--- src/rtl/depp_pkg.sv ---
// Shared types and constants for the DEPP register-file slave.
package depp_pkg;

    localparam int unsigned DEPP_DW = 8;
    localparam logic [DEPP_DW-1:0] RD_DEFAULT = 8'h00;

    typedef enum logic [2:0] {
        IDLE,
        ADDR_WR,
        ADDR_RD,
        DATA_WR,
        DATA_RD,
        ACK
    } depp_state_e;

endpackage

--- src/rtl/depp_sync.sv ---
// N-stage flip-flop synchroniser with a configurable reset value per bit.
module depp_sync #(
    parameter int unsigned     WIDTH   = 1,
    parameter int unsigned     STAGES  = 2,
    parameter logic [WIDTH-1:0] RST_VAL = '0
) (
    input  logic             clk,
    input  logic             rst,
    input  logic [WIDTH-1:0] d,
    output logic [WIDTH-1:0] q
);

    logic [WIDTH-1:0] stg [STAGES];

    always_ff @(posedge clk) begin
        if (rst) begin
            for (int i = 0; i < int'(STAGES); i++) stg[i] <= RST_VAL;
        end else begin
            stg[0] <= d;
            for (int i = 1; i < int'(STAGES); i++) stg[i] <= stg[i-1];
        end
    end

    assign q = stg[STAGES-1];

endmodule

--- src/rtl/depp_regfile.sv ---
// EPP slave with oversampled host strobes, wait handshake FSM and an
// 8-bit register file with read-only status slots and access strobes.
module depp_regfile
    import depp_pkg::*;
#(
    parameter int unsigned         NUM_REGS    = 16,
    parameter int unsigned         SYNC_STAGES = 2,
    parameter int unsigned         AUTO_INC    = 0,
    parameter logic [NUM_REGS-1:0] RO_MASK     = '0
) (
    input  logic                        clk,
    input  logic                        rst,
    input  logic                        a_astb,
    input  logic                        a_dstb,
    input  logic                        a_write,
    input  logic [DEPP_DW-1:0]          a_db_i,
    output logic [DEPP_DW-1:0]          a_db_o,
    output logic                        a_db_oe,
    output logic                        a_wait,
    output logic [DEPP_DW-1:0]          addr_reg,
    output logic [NUM_REGS*DEPP_DW-1:0] regs_o,
    input  logic [NUM_REGS*DEPP_DW-1:0] status_in,
    output logic                        wr_stb,
    output logic                        rd_stb,
    output logic [DEPP_DW-1:0]          acc_addr,
    output logic [DEPP_DW-1:0]          wr_data
);

    logic [2:0]         s_ctl;
    logic               s_astb, s_dstb, s_write;
    logic [DEPP_DW-1:0] s_db;

    // Strobes and write idle high so reset never looks like a host cycle.
    depp_sync #(.WIDTH(3), .STAGES(SYNC_STAGES), .RST_VAL(3'b111)) u_sync_ctl (
        .clk (clk),
        .rst (rst),
        .d   ({a_astb, a_dstb, a_write}),
        .q   (s_ctl)
    );

    depp_sync #(.WIDTH(DEPP_DW), .STAGES(SYNC_STAGES), .RST_VAL('0)) u_sync_db (
        .clk (clk),
        .rst (rst),
        .d   (a_db_i),
        .q   (s_db)
    );

    assign {s_astb, s_dstb, s_write} = s_ctl;

    depp_state_e        state, state_nx;
    logic               cyc_data, cyc_data_nx;
    logic               wait_nx, oe_nx, wr_stb_nx, rd_stb_nx, reg_we;
    logic [DEPP_DW-1:0] dbo_nx, addr_nx, acc_nx, wrd_nx, rd_val;

    // Read mux: status for read-only slots, storage otherwise, default out of range.
    always_comb begin
        rd_val = RD_DEFAULT;
        for (int i = 0; i < int'(NUM_REGS); i++) begin
            if (addr_reg == 8'(i)) begin
                rd_val = RO_MASK[i] ? status_in[i*DEPP_DW +: DEPP_DW]
                                    : regs_o[i*DEPP_DW +: DEPP_DW];
            end
        end
    end

    // Read data and strobes are loaded on entry to the action state so they
    // lead a_wait by one cycle.
    always_comb begin
        state_nx    = state;
        cyc_data_nx = cyc_data;
        wait_nx     = a_wait;
        oe_nx       = a_db_oe;
        dbo_nx      = a_db_o;
        addr_nx     = addr_reg;
        acc_nx      = acc_addr;
        wrd_nx      = wr_data;
        wr_stb_nx   = 1'b0;
        rd_stb_nx   = 1'b0;
        reg_we      = 1'b0;
        case (state)
            IDLE: begin
                if (!s_astb) begin
                    cyc_data_nx = 1'b0;
                    if (!s_write) begin
                        state_nx = ADDR_WR;
                    end else begin
                        state_nx = ADDR_RD;
                        dbo_nx   = addr_reg;
                        oe_nx    = 1'b1;
                    end
                end else if (!s_dstb) begin
                    cyc_data_nx = 1'b1;
                    acc_nx      = addr_reg;
                    if (!s_write) begin
                        state_nx  = DATA_WR;
                        wr_stb_nx = 1'b1;
                        wrd_nx    = s_db;
                    end else begin
                        state_nx  = DATA_RD;
                        rd_stb_nx = 1'b1;
                        dbo_nx    = rd_val;
                        oe_nx     = 1'b1;
                    end
                end
            end
            ADDR_WR: begin
                addr_nx  = s_db;
                state_nx = ACK;
                wait_nx  = 1'b1;
            end
            ADDR_RD: begin
                state_nx = ACK;
                wait_nx  = 1'b1;
            end
            DATA_WR: begin
                reg_we   = 1'b1;
                state_nx = ACK;
                wait_nx  = 1'b1;
            end
            DATA_RD: begin
                state_nx = ACK;
                wait_nx  = 1'b1;
            end
            ACK: begin
                if (cyc_data ? s_dstb : s_astb) begin
                    state_nx = IDLE;
                    wait_nx  = 1'b0;
                    oe_nx    = 1'b0;
                    if (cyc_data && AUTO_INC != 0) addr_nx = addr_reg + 8'd1;
                end
            end
            default: state_nx = IDLE;
        endcase
    end

    always_ff @(posedge clk) begin
        if (rst) begin
            state    <= IDLE;
            cyc_data <= 1'b0;
            a_wait   <= 1'b0;
            a_db_oe  <= 1'b0;
            a_db_o   <= '0;
            addr_reg <= '0;
            wr_stb   <= 1'b0;
            rd_stb   <= 1'b0;
            acc_addr <= '0;
            wr_data  <= '0;
        end else begin
            state    <= state_nx;
            cyc_data <= cyc_data_nx;
            a_wait   <= wait_nx;
            a_db_oe  <= oe_nx;
            a_db_o   <= dbo_nx;
            addr_reg <= addr_nx;
            wr_stb   <= wr_stb_nx;
            rd_stb   <= rd_stb_nx;
            acc_addr <= acc_nx;
            wr_data  <= wrd_nx;
        end
    end

    for (genvar i = 0; i < int'(NUM_REGS); i++) begin : g_reg
        logic [DEPP_DW-1:0] r;

        always_ff @(posedge clk) begin
            if (rst) begin
                r <= '0;
            end else if (reg_we && addr_reg == 8'(i) && !RO_MASK[i]) begin
                r <= s_db;
            end
        end

        assign regs_o[i*DEPP_DW +: DEPP_DW] = r;
    end

endmodule

--- config.mk ---
export PLATFORM = sky130hd
export DESIGN_NAME = depp_regfile
export DESIGN_NICKNAME = d
export VERILOG_FILES = /design/src/rtl/depp_pkg.sv /design/src/rtl/depp_sync.sv /design/src/rtl/depp_regfile.sv
export SDC_FILE = /design/constraint.sdc
export NUM_CORES = 1
export LEC_CHECK = 0
export CAP_MARGIN = 5
export CORE_MARGIN = 10
export CORE_UTILIZATION = 41
export CTS_BUF_LIST = sky130_fd_sc_hd__clkbuf_16
export DETAILED_ROUTE_END_ITERATION = 7
export GPL_TIMING_DRIVEN = 0
export PLACE_DENSITY = 0.81
export SLEW_MARGIN = 20
export SYNTH_ARGS = -nofsm -noshare
export SYNTH_HDL_FRONTEND = slang
export SYNTH_SLANG_ARGS = --single-unit
--- constraint.sdc ---
create_clock -name clk -period 1.9 [get_ports clk]
set_input_delay 0.475 -clock clk [delete_from_list [all_inputs] [get_ports clk]]
set_output_delay 0.475 -clock clk [all_outputs]
set_load 0.03 [all_outputs]
==> results.yml, run 1 <==
clock_network:
  cts_buffers: 17
  htreeDepth: 4
  clock_path_buffers: 2
  clock_sinks: 190
  cts_root_buf: "clkbuf_16"
  clk_latency_ns: 0.45
  tritoncts: "yes"
  clk_pin_slew_ns: 0.08
finish:
  final_nets: 1308
  mostFrequentLayoutCell: "dfxtp_1"
  drive_above_1_share_pct: 21.7
  top_register: "g.r"
  diodes: 0
  largest_registers: "g.r (128), u_sync_db.stg (16)"
  final_area_um2: 12200
  syn_to_final_growth_pct: 44.8
  largest_register_ffs: 128
  fin_util_pct: 60.3
  final_cell_mix: "dfxtp_1 (182), dlygate4sd2_1 (161), nor2_1 (142)"
min_path:
  hold_class: "reg -> reg"
routing:
  wl_um: 37100
  drcViolationCount: 0
  via_per_inst: 5.94
  routedWlPerCell_um: 25.6
  vias: 8604
  first_iter_violations: 985
  dr.pass1.iters: 6
  antenna_left: 0
sta:
  setup_viol: 57
  slew_headroom_pct: 33.9
  fin_ws_ns: -0.211
  fin_crit_sh_pct: 111
  maxSlewViolCount: 0
  tns_ns: -3.69
  final.setup_skew_ns: 0.0105
  rsz0062_at_grt: "yes"
  hold_viol: 0
  max_freq_mhz: 474
  worst_pin_slew_ns: 0.992
  holdWs_ns: 0.423
  final.min_clock_period_ns: 2.11
worst_setup_path:
  path_class: "reg -> reg"
  crit_slowest_cell: "or4_4"
  crit_arrival_ns: 2.44
  start_kind: "flop"
  critPathMaxFanout: 7
  required_ns: 2.23
  crit_chain: "or4_4 > buf_12 > buf_4 > nor3_4 > nand4_1 > o21bai_2 > a211oi_2"
  cp-end-kind: "flop"
  slowest_delay_ns: 0.56
logic_synthesis:
  ys_types: 69
  ys_warn_count: 0
  synth-edff-count: 0
  async_flop_share_pct: 0
  synth_nets: 1078
  synthFlopType: "dfxtp_1"
  avgSynthCellArea_um2: 8.97
  synth.cell_area_um2: 8400
  ys_ff_latch: 190
  ys_seq_area_share_pct: 45.3
  synthCells: 936
floorplan:
  die_height_um: 163
  core_region_area_um2: 20200
  die_w_um: 163
  io_pins: 305
  initial_core_util_pct: 41.7
  num_rows: 52
  die_area_um2: 26600
pwr:
  sw_frac_of_total_pct: 28.1
  leakage_uw: 0.00522
  p_switching_uw: 2440
  p_per_area_nw_per_um2: 713
  power_frac_clock_pct: 42.7
  pwr-share-seq_pct: 46.9
  ir_worst_vdd_mv: 0.594
  intPower_uw: 6240
  power_frac_comb_pct: 10.4
grt:
  globalRouteTotalUtil_pct: 26.7
  grt_start_max_net_pins: 20
  grt_pass1_vias: 8375
  overflow: 0
  grt_pass1_wl_um: 54100
  antenna_found_initial: 0
job:
  drv_cap: 0
placement:
  gp_congestion: 1.04
  placed_area_um2: 10500
  dp_hpwl_um: 25900
  port-buffer-count: 176
status:
  violations: "setup timing"
  status: "finished with violations"
==> stage by stage <==
stage	setup WS (ns)	instances	total power [uW]
finish	-0.211	1449	8680
global route	-0.236	1449	8850
CTS	-0.195	1439	8550
detailed placement	-1.08	1382	4840
global placement	-1.05	1382	4830
floorplan	-0.0678	936	4560
==> power groups by stage <==
stage	clock network (uW)	logic [uW]	registers, uW
2_1_floorplan	0	364	4200
3_3_place_gp	0	665	4160
3_5_place_dp	0	672	4160
4_1_cts	3680	798	4070
6_report	3710	901	4070
5_1_grt	3830	941	4080
==> logic make-up after synthesis <==
group	count (synthesis)	share of synthesized area (%)
buffers and inverters	84	4.22
adders and majority gates	1	0.149
and+or+nand+nor	354	20.2
DFF	190	45.3
AOI/OAI and AO/OA	171	13.2
muxes	136	16.9
==> metal layers <==
metal / share of wire (%) / vias to the layer above / track usage, %
li1: - / 3733 / -
met4: 3.8 / 0 / 10.7
met3: 11 / 96 / 7.58
met5: 0 / - / 0
met2: 45 / 586 / 41.8
met1: 40 / 4189 / 34.1
==> cells in the mapped netlist, types with 5 or more instances <==
cell / n / area share (%)
or2_2: 8 / 0.60
o221ai_1: 9 / 0.94
nand2_1: 83 / 3.7
mux2_2: 8 / 1.1
o21ai_0: 32 / 1.9
nor3_1: 12 / 0.71
nor2_2: 8 / 0.60
nand2b_1: 11 / 0.82
dfxtp_1: 190 / 45
buf_2: 19 / 1.1
clkbuf_1: 52 / 2.3
mux2i_1: 124 / 15
a21oi_1: 63 / 3.8
a211oi_1: 8 / 0.71
nand3_1: 19 / 1.1
nor2_1: 149 / 6.7
nor2b_1: 31 / 2.3
inv_1: 9 / 0.40
a311oi_1: 5 / 0.52
==> what timing repair did <==
action / 4_1_cts / 5_1_grt
gates cloned: 0 / 0
buffers inserted: 26 / 13
resized for setup: 309 / 96
endpoints found under the hold margin: 0 / 0
setup endpoints to repair: 329 / 155
hold buffers: 0 / 0
pin swaps: 18 / 41
==> area by class of cell <==
class | count | area [um^2]
buffer | 72 | 522
clock buffer | 17 | 425
timing repair buffer | 214 | 2030
multi-input combinational | 662 | 4820
clock inverter | 15 | 173
fill | 1742 | 8000
sequential | 190 | 3820
tap | 270 | 338
inverter | 9 | 37.5
==> final timing paths <==
kind | from | slack (ns) | endpoint | cells past startpoint
max | addr_reg[5]$_SDFFE_PP0P_ | -0.21 | a_db_o[7]$_SDFFE_PP0P_ | 7
min | u_sync_ctl.stg[0][0]$_SDFF_PP1_ | 0.42 | u_sync_ctl.stg[0][3]$_SDFF_PP1_ | 1
max reg2reg | addr_reg[5]$_SDFFE_PP0P_ | -0.21 | a_db_o[7]$_SDFFE_PP0P_ | 7
min reg2reg | u_sync_ctl.stg[0][0]$_SDFF_PP1_ | 0.42 | u_sync_ctl.stg[0][3]$_SDFF_PP1_ | 1
==> critical path: cells and delay by family (launching register included) <==
family	cells	cell delay, ns
flip-flops	1	0.37
buffers and inverters	2	0.30
AND/OR/NAND/NOR	3	1.02
AO/OA/AOI/OAI	2	0.30
Power figures use the tool's default switching activity.
==> run 2: changes to the inputs <==
--- a/config.mk
+++ b/config.mk
@@ -10,7 +10,9 @@
 export CORE_UTILIZATION = 41
 export CTS_BUF_LIST = sky130_fd_sc_hd__clkbuf_16
 export DETAILED_ROUTE_END_ITERATION = 7
+export GPL_ROUTABILITY_DRIVEN = 0
 export GPL_TIMING_DRIVEN = 0
+export HOLD_SLACK_MARGIN = 0.03
 export PLACE_DENSITY = 0.81
 export SLEW_MARGIN = 20
 export SYNTH_ARGS = -nofsm -noshare
==> run 2 against run 1 <==
Net effect: critical endpoint is now a_db_o[6]$_SDFFE_PP0P_; routed wire length shrank 0.49%; hold slack lost 0.0095 ns; sequential share of layout area grew 0.55 points; flip-flop and latch count is the same; clock-buffer cell count is the same; clock skew grew 0.0052 ns; global-route usage shrank 1.7 points; setup slack lost 0.15 ns; sequential power is essentially flat; critical path depth shrank 1; critical path type unchanged; largest cell class unchanged; register-to-register slack lost 0.15 ns; the run ends with DRC, setup timing left.
==> results.yml, run 2 (same netlist as run 1, synthesis figures left out) <==
worst_setup_path:
  crit_arrival_ns: 2.57
  path_class: "reg -> reg"
  crit_chain: "nor2b_1 > clkbuf_2 > o221ai_1 > o31ai_1 > a211oi_1 > a2111oi_1"
  start_kind: "flop"
  rrSetupSlack_ns: -0.36
  cp-end-kind: "flop"
  crit_slowest_cell: "a2111oi_1"
  slowest_delay_ns: 0.46
  critPathMaxFanout: 7
  required_ns: 2.21
clock_network:
  htreeDepth: 4
  clk_latency_ns: 0.45
  clock_sinks: 190
  clk_pin_slew_ns: 0.09
  hold_buffers: 0
  cts_buffers: 17
  cts_root_buf: "clkbuf_16"
  clock_path_buffers: 2
  tritoncts: "yes"
finish:
  diodes: 0
  largest_registers: "g.r (128), u_sync_db.stg (16)"
  drive_above_1_share_pct: 20.6
  top_register: "g.r"
  syn_to_final_growth_pct: 42.3
  final_nets: 1307
  fin_util_pct: 59.2
  largest_register_ffs: 128
  layout.cells.non_filler: 1448
  mostFrequentLayoutCell: "dfxtp_1"
  final_cell_mix: "dfxtp_1 (180), dlygate4sd2_1 (164), nor2_1 (144)"
sta:
  setup_viol: 112
  max_freq_mhz: 443
  final.setup_skew_ns: 0.0157
  fin_crit_sh_pct: 119
  final.min_clock_period_ns: 2.26
  worst_pin_slew_ns: 0.928
  tns_ns: -9.79
  slew_headroom_pct: 38.1
  fin_ws_ns: -0.357
  hold_viol: 0
  rsz0062_at_grt: "yes"
  maxSlewViolCount: 0
status:
  violations: "DRC, setup timing"
  status: "finished with violations"
floorplan:
  die_w_um: 163
  die_height_um: 163
  num_rows: 52
  core_region_area_um2: 20200
  initial_core_util_pct: 41.7
  die_area_um2: 26600
  io_pins: 305
routing:
  vias: 8966
  dr.pass1.iters: 8
  antenna_left: 0
  first_iter_violations: 1658
  routedWlPerCell_um: 25.5
  drcViolationCount: 59
  via_per_inst: 6.19
  wl_um: 36900
placement:
  dp_hpwl_um: 24100
  place_inst: 1382
  port-buffer-count: 176
grt:
  globalRouteTotalUtil_pct: 25.0
  antenna_found_initial: 0
  grt_pass1_wl_um: 50800
  grt_pass1_vias: 8312
  overflow: 0
  grt_start_max_net_pins: 20
min_path:
  hold_class: "reg -> reg"
job:
  drv_cap: 0
pwr:
  leakage_uw: 0.00515
  p_per_area_nw_per_um2: 710
  ir_worst_vdd_mv: 0.539
[run 2: cell count changes in the layout (fill, tap and decap cells not counted), moves of 3 or more]
cell and change:
buf_12 -9, buf_4 -5, buf_6 +6, clkbuf_1 +3, clkbuf_2 -3, clkbuf_4 +5
dfxtp_2 +4, dlygate4sd2_1 +3, nand2_8 -3, nand3_1 -6, nand3_2 +5, o221ai_1 +3
[run 2: layout make-up]
class,count,area [um^2]
Sequential cell,190,3820
Fill cell,1654,8220
Inverter,9,33.8
Tap cell,270,338
Clock inverter,15,149
Buffer,72,480
Clock buffer,17,425
Multi-Input combinational cell,662,4720
Timing Repair Buffer,213,1980
[run 2: path summary, 6_finish.rpt]
kind,start,cells after the start,endpoint
max reg2reg,addr_reg[2]$_SDFFE_PP0P_,6,a_db_o[6]$_SDFFE_PP0P_
min reg2reg,u_sync_ctl.stg[0][2]$_SDFF_PP1_,1,u_sync_ctl.stg[0][5]$_SDFF_PP1_
min,u_sync_ctl.stg[0][2]$_SDFF_PP1_,1,u_sync_ctl.stg[0][5]$_SDFF_PP1_
max,addr_reg[2]$_SDFFE_PP0P_,6,a_db_o[6]$_SDFFE_PP0P_
[run 2: critical path, delay by kind of cell (launching register included)]
family | cells | cell delay [ns]
AO/OA/AOI/OAI | 4 | 0.95
buffers and inverters | 1 | 0.31
flip-flops | 1 | 0.42
AND/OR/NAND/NOR | 1 | 0.44
[run 2: power breakdown]
part / leakage (uW) / total [uW] / switching (uW) / internal (uW)
sequential: 0.00154 / 4090 / 58.5 / 4030
clock: 0.000280 / 3540 / 1790 / 1750
combinational: 0.00332 / 855 / 551 / 304
[run 2: per-layer routing]
layer | wire length [um] | up-vias | global-route usage (%) | share of wire (%)
met3 | 5630 | 258 | 9.59 | 15
met4 | 2900 | 0 | 12.8 | 7.8
met5 | 0 | - | 0 | 0
met2 | 15200 | 854 | 36.6 | 41
li1 | - | 3738 | - | -
met1 | 13200 | 4116 | 31.3 | 36
[run 2: what timing repair did]
action / 4_1_cts / 5_1_grt
pin swaps: 13 / 30
gates resized for setup: 259 / 120
setup buffers: 27 / 10
endpoints found under the setup margin: 329 / 162
gates cloned: 0 / 0
[run 2: per-stage QoR]
| stage | power [uW] | area (um^2) | setup WS [ns] | hold WS [ns] |
|---|---|---|---|---|
| floorplan | 4560 | 8410 | -0.0678 | 0.389 |
| global placement | 4800 | 10500 | -1.01 | 0.397 |
| detailed placement | 4810 | 10500 | -1.06 | 0.394 |
| CTS | 8320 | 11500 | -0.101 | 0.413 |
| global route | 8650 | 12000 | -0.374 | 0.442 |
| finish | 8480 | 12000 | -0.357 | 0.413 |
